$ cat src/rtl/if_fetch_ctrl_pkg.sv
// Shared cpu package: fetch state encoding, reset PC and instruction bus constants.
package if_fetch_ctrl_pkg;

   typedef enum logic [1:0] {
      FS_IDLE = 2'd0,
      FS_REQ  = 2'd1,
      FS_WAIT = 2'd2,
      FS_HOLD = 2'd3
   } fs_state_e;

   localparam logic [31:0] CPU_RESET_PC    = 32'h1c00_0000;
   localparam logic [1:0]  INST_SIZE_WORD  = 2'b10;
   localparam logic [3:0]  INST_WSTRB_NONE = 4'b0000;

   // A fetch address is usable only when word aligned.
   function automatic logic pc_misaligned(input logic [31:0] pc);
      return pc[1:0] != 2'b00;
   endfunction

endpackage

$ cat src/rtl/if_fetch_ctrl.sv
// Instruction fetch controller: issues one instruction read at a time, buffers the
// returned word for decode and handles redirects that race with an outstanding read.
module if_fetch_ctrl
   import if_fetch_ctrl_pkg::*;
#(
   parameter logic [31:0] RESET_PC = CPU_RESET_PC
) (
   input  logic        clk,
   input  logic        rst,
   input  logic        br_taken,
   input  logic [31:0] br_target,
   input  logic        ds_allowin,
   output logic        inst_sram_req,
   output logic        inst_sram_wr,
   output logic [1:0]  inst_sram_size,
   output logic [3:0]  inst_sram_wstrb,
   output logic [31:0] inst_sram_addr,
   output logic [31:0] inst_sram_wdata,
   input  logic        inst_sram_addr_ok,
   input  logic        inst_sram_data_ok,
   input  logic [31:0] inst_sram_rdata,
   output logic        fs_to_ds_valid,
   output logic [31:0] fs_pc,
   output logic [31:0] fs_inst,
   output logic        fs_adef
);

   fs_state_e   state_q, state_d;
   logic [31:0] pc_q, pc_d;
   logic [31:0] inst_q, inst_d;
   logic        adef_q, adef_d;
   logic        cancel_q, cancel_d;
   logic        pend_valid_q, pend_valid_d;
   logic [31:0] pend_pc_q, pend_pc_d;
   logic        launch;
   logic [31:0] launch_pc;

   // Next-state logic; "launch" starts a fresh fetch at launch_pc, which diverts
   // straight to HOLD with an address fault when the address is misaligned.
   always_comb begin
      state_d      = state_q;
      pc_d         = pc_q;
      inst_d       = inst_q;
      adef_d       = adef_q;
      cancel_d     = cancel_q;
      pend_valid_d = pend_valid_q;
      pend_pc_d    = pend_pc_q;
      launch       = 1'b0;
      launch_pc    = pc_q;
      case (state_q)
         FS_IDLE: begin
            launch    = 1'b1;
            launch_pc = RESET_PC;
         end
         FS_REQ: begin
            if (inst_sram_addr_ok) begin
               state_d = FS_WAIT;
               if (br_taken || pend_valid_q) begin
                  cancel_d = 1'b1;
               end
            end
            if (br_taken) begin
               pend_valid_d = 1'b1;
               pend_pc_d    = br_target;
            end
         end
         FS_WAIT: begin
            if (inst_sram_data_ok) begin
               if (br_taken) begin
                  launch    = 1'b1;
                  launch_pc = br_target;
               end else if (cancel_q) begin
                  launch    = 1'b1;
                  launch_pc = pend_pc_q;
               end else begin
                  state_d = FS_HOLD;
                  inst_d  = inst_sram_rdata;
                  adef_d  = 1'b0;
               end
            end else if (br_taken) begin
               cancel_d     = 1'b1;
               pend_valid_d = 1'b1;
               pend_pc_d    = br_target;
            end
         end
         FS_HOLD: begin
            if (br_taken) begin
               launch    = 1'b1;
               launch_pc = br_target;
            end else if (ds_allowin) begin
               launch    = 1'b1;
               launch_pc = pc_q + 32'd4;
            end
         end
         default: state_d = FS_IDLE;
      endcase
      if (launch) begin
         pc_d         = launch_pc;
         cancel_d     = 1'b0;
         pend_valid_d = 1'b0;
         if (pc_misaligned(launch_pc)) begin
            state_d = FS_HOLD;
            adef_d  = 1'b1;
            inst_d  = 32'd0;
         end else begin
            state_d = FS_REQ;
            adef_d  = 1'b0;
         end
      end
   end

   // State and datapath registers with synchronous reset.
   always_ff @(posedge clk) begin
      if (rst) begin
         state_q      <= FS_IDLE;
         pc_q         <= RESET_PC;
         inst_q       <= 32'd0;
         adef_q       <= 1'b0;
         cancel_q     <= 1'b0;
         pend_valid_q <= 1'b0;
         pend_pc_q    <= 32'd0;
      end else begin
         state_q      <= state_d;
         pc_q         <= pc_d;
         inst_q       <= inst_d;
         adef_q       <= adef_d;
         cancel_q     <= cancel_d;
         pend_valid_q <= pend_valid_d;
         pend_pc_q    <= pend_pc_d;
      end
   end

   assign inst_sram_req   = (state_q == FS_REQ);
   assign inst_sram_addr  = pc_q;
   assign inst_sram_wr    = 1'b0;
   assign inst_sram_size  = INST_SIZE_WORD;
   assign inst_sram_wstrb = INST_WSTRB_NONE;
   assign inst_sram_wdata = 32'd0;

   assign fs_to_ds_valid  = (state_q == FS_HOLD);
   assign fs_pc           = fs_to_ds_valid ? pc_q   : 32'd0;
   assign fs_inst         = fs_to_ds_valid ? inst_q : 32'd0;
   assign fs_adef         = fs_to_ds_valid && adef_q;

endmodule

$ cat config.mk
export PLATFORM = sky130hd
export DESIGN_NAME = if_fetch_ctrl
export DESIGN_NICKNAME = d
export VERILOG_FILES = /design/src/rtl/if_fetch_ctrl_pkg.sv /design/src/rtl/if_fetch_ctrl.sv
export SDC_FILE = /design/constraint.sdc
export NUM_CORES = 1
export LEC_CHECK = 0
export ABC_AREA = 1
export BUFFER_PORTS_ARGS = -buffer_cell sky130_fd_sc_hd__buf_2
export CORE_ASPECT_RATIO = 1.1
export CORE_MARGIN = 3
export CORE_UTILIZATION = 31
export CTS_BUF_LIST = sky130_fd_sc_hd__clkbuf_4
export DETAILED_ROUTE_END_ITERATION = 10
export PLACE_DENSITY = 0.62
export SLEW_MARGIN = 25
export SYNTH_ARGS = -nofsm -noshare
export SYNTH_HDL_FRONTEND = slang
export SYNTH_SLANG_ARGS = --single-unit
export TNS_END_PERCENT = 1
$ cat constraint.sdc
create_clock -name clk -period 2 [get_ports clk]
set_input_delay 0.1 -clock clk [delete_from_list [all_inputs] [get_ports clk]]
set_output_delay 0.1 -clock clk [all_outputs]
set_load 0.05 [all_outputs]
==> flow_summary.toml <==
[sta]
maxSlewViolCount = 0
min_period_over_period = 1.00
max_freq_mhz = 499
layout_setup_ws_ps = -2.98
skew_ps = 32.5
hold_viol = 0
setup_viol = 1
tightest_slew_ps = 654
maxSlewHeadroom = 0.564
period_minus_slack_ps = 2000
fin_tns_setup_ps = -2.98
rsz0062_at_grt = "yes"

[yosys]
synth_area_leaders = "dfxtp_1 33%, nand2_1 16%, inv_1 8.4%"
yosysTopAreaCellShare = 0.326
synth_warnings = 0
synth_common_cells = "264 x nand2_1, 139 x inv_1, 130 x nor2_1, 101 x dfxtp_1, 90 x a21oi_1"
synth-main-ff-cell = "dfxtp_1"
avgSynthCellArea_um2 = 6.26
synthCells = 990
synth-seq-cells = 101
netlist-cell-type-count = 33
syn_area_mm2 = 0.00620
yosys.cell_count.top_type = "nand2_1"
ys_async_sr_fraction = 0
synth_area_leader_cell = "dfxtp_1"
yosysSeqAreaShare = 0.326
synth_edf_count = 0

[setup_path]
timing.rr.start = "state_q[1]"
max_stage_delay_ps = 390
worstPathArrival_ps = 2430
worst_ep_required_time_ps = 2430
reg2regPathDepth = 12
start_kind = "register"
timing.rr.end = "inst_q[26]"
setup.worst_path.start = "state_q[1]"
endpoint = "inst_q[26]"
worstSetupPathType = "reg2reg"
critPathMaxFanout = 8
r2r_slack_ps = -3
cp_slowest_cell = "dfxtp_4"
end_kind = "register"
cp_cell_sequence = "buf_6 > ha_4 > buf_12 > buf_6 > inv_4 > a21oi_2 > a21oi_2 > o22ai_2 > o21ai_2 > nand2_4 > clkbuf_16 > nor2_4"

[detailed_routing]
drt_iter0_markers = 361
wire_per_inst_um = 14.6
wl_met2_um = 10900
wl_met3_um = 1250
routed.top_layer = "met4"
via_per_inst = 4.61
routed_wl_um = 21800
drt_pass1_iterations = 5
drt.antenna.violating_nets = 0
wl_met1_um = 9220
drc = 0
route.vias.total = 6877

[global_route]
antenna_found_initial = 0
grt_pass1_wl_um = 33700
grt_max_degree = 39
overflow = 0
grt.total_usage = 0.191
grt_pass1_vias = 6708

[outcome]
outcome = "finished with violations"
violations = "negative setup slack"

[floorplanning]
die-area_mm2 = 0.0217
start_util = 0.320
rows = 53
fp.dieW_um = 141
die_y_um = 154
core_area_mm2 = 0.0194
io_pins = 208

[clock_tree]
clock_path_buffers = 2
clkSinkCount = 101
cts_max_level = 3
clock_latency_ps = 500
path_clk_slew_ps = 150
cts_tree = "built"
cts_buffers = 9
cts.root.buffer_cell = "clkbuf_4"

[placement]
hpwl_um = 14400
gp_congestion = 0.902
postPlaceCellArea_mm2 = 0.00764
port_buffers = 168

[cells_and_area]
stdcell_area_mm2 = 0.00901
diodes = 0
syn2layout_area_growth_pct = 45.2
drive_gt1_frac = 0.298
final_nets = 1314
n_fill_cell = 1985

[pwr]
p_sw_mw = 3.41
leakage_nw = 3.95
p_seq_frac = 0.337
ir_worst_vdd_v = 0.000630
p_clk_frac = 0.169
pwr-share-comb = 0.494
power_density_mw_per_mm2 = 835
p_int_mw = 4.11
swShare = 0.453

[run]
max_cap_viol_count = 0

[min_path]
hp-class = "in2reg"
-- power by group through the flow --
stage	Combinational, mW	Sequential, mW	Clock [mW]
3_3_place_gp	3.20	2.56	0
4_1_cts	3.48	2.53	1.31
5_1_grt	4.10	2.58	1.38
6_report	3.72	2.54	1.27
2_1_floorplan	2.18	2.74	0
3_5_place_dp	3.22	2.57	0
-- worst max-delay path: cells and delay by family, from the launching register on --
kind | cells | cell delay (ps)
buffers and inverters | 5 | 650
AO/OA/AOI/OAI | 4 | 490
flip-flops | 1 | 390
AND/OR/NAND/NOR | 2 | 230
adder cells (fa/ha/maj) | 1 | 180
-- per-layer routing --
layer	track usage	vias to the layer above
met3	0.0337	28
met5	0	-
met4	0.0655	0
met2	0.338	214
met1	0.233	3141
li1	-	3494
-- stage by stage --
step	cells	hold slack, ps	utilization	setup slack (ps)	power [mW]
3_5_place_dp	1402	351	0.395	55.2	5.79
5_1_grt	1491	139	0.465	-89.4	8.06
2_1_floorplan	1027	259	-	-66.5	4.92
6_report	1491	132	0.465	-2.98	7.53
3_3_place_gp	1402	343	0.395	138	5.76
4_1_cts	1486	87.7	0.450	-37.5	7.32
-- sequential cells by signal, indices dropped and copies added, names as in the netlist --
signal          count
inst_q             32
inst_sram_addr     32
pend_pc_q          32
state_q             2
adef_q              1
cancel_q            1
pend_valid_q        1
-- final cells by class --
| cell class | instances | area, um2 | share of cell area |
|---|---|---|---|
| clock buffers | 11 | 82.6 | 0.00917 |
| clock inverters | 4 | 72.6 | 0.00806 |
| inverters | 144 | 771 | 0.0856 |
| multi-input cells | 695 | 3440 | 0.382 |
| flip-flops and latches | 101 | 2030 | 0.225 |
| well taps | 247 | 309 | 0.0343 |
| repair buffers | 289 | 2300 | 0.255 |
-- what timing repair did --
| item | in CTS | in global routing |
|---|---|---|
| gates cloned | 2 | 3 |
| gates resized for setup | 69 | 83 |
| setup endpoints to repair | 65 | 129 |
| setup buffers | 3 | 3 |
| hold buffers | 64 | 0 |
| pin swaps | 0 | 9 |
| hold endpoints to repair | 84 | 0 |
-- kinds of logic (layout without fill, tap and decap cells) --
group / Yosys count / count (layout) / synth area share
other cells: 2 / 39 / 0.00121
compound gates: 172 / 172 / 0.150
buf+inv: 231 / 448 / 0.171
fa+ha+maj: 4 / 4 / 0.00807
flops: 101 / 101 / 0.326
simple gates: 436 / 436 / 0.275
xor+xnor: 12 / 12 / 0.0169
mux: 32 / 32 / 0.0516
-- cell usage in the layout (no fill, tap or decap), drive strengths merged, types with 8 or more instances in the layout --
| cell | Yosys | final |
|---|---|---|
| nand2 | 270 | 270 |
| buf | 52 | 222 |
| nor2 | 131 | 131 |
| dfxtp | 101 | 101 |
| a21oi | 90 | 90 |
| inv | 143 | 85 |
| o21ai | 65 | 65 |
| dlygate4sd3 | 0 | 64 |
| clkinvlp | 0 | 60 |
| conb | 2 | 39 |
| mux2i | 32 | 32 |
| nand3 | 29 | 29 |
| clkbuf | 35 | 13 |
| xor2 | 9 | 9 |
| o211ai | 8 | 8 |
-- worst min-delay path by stage --
stage	slack, ps	cells after the start	start	endpoint
3_3_place_gp	340	3	inst_sram_rdata[27]	inst_q[27]
3_5_place_dp	350	3	inst_sram_rdata[10]	inst_q[10]
5_1_grt	140	3	rst	inst_sram_addr[12]
4_1_cts	90	6	inst_sram_data_ok	cancel_q
2_1_floorplan	260	2	inst_sram_rdata[21]	inst_q[21]
6_report	130	6	inst_sram_data_ok	cancel_q
Note: power is estimated with default switching activity, not from simulation.
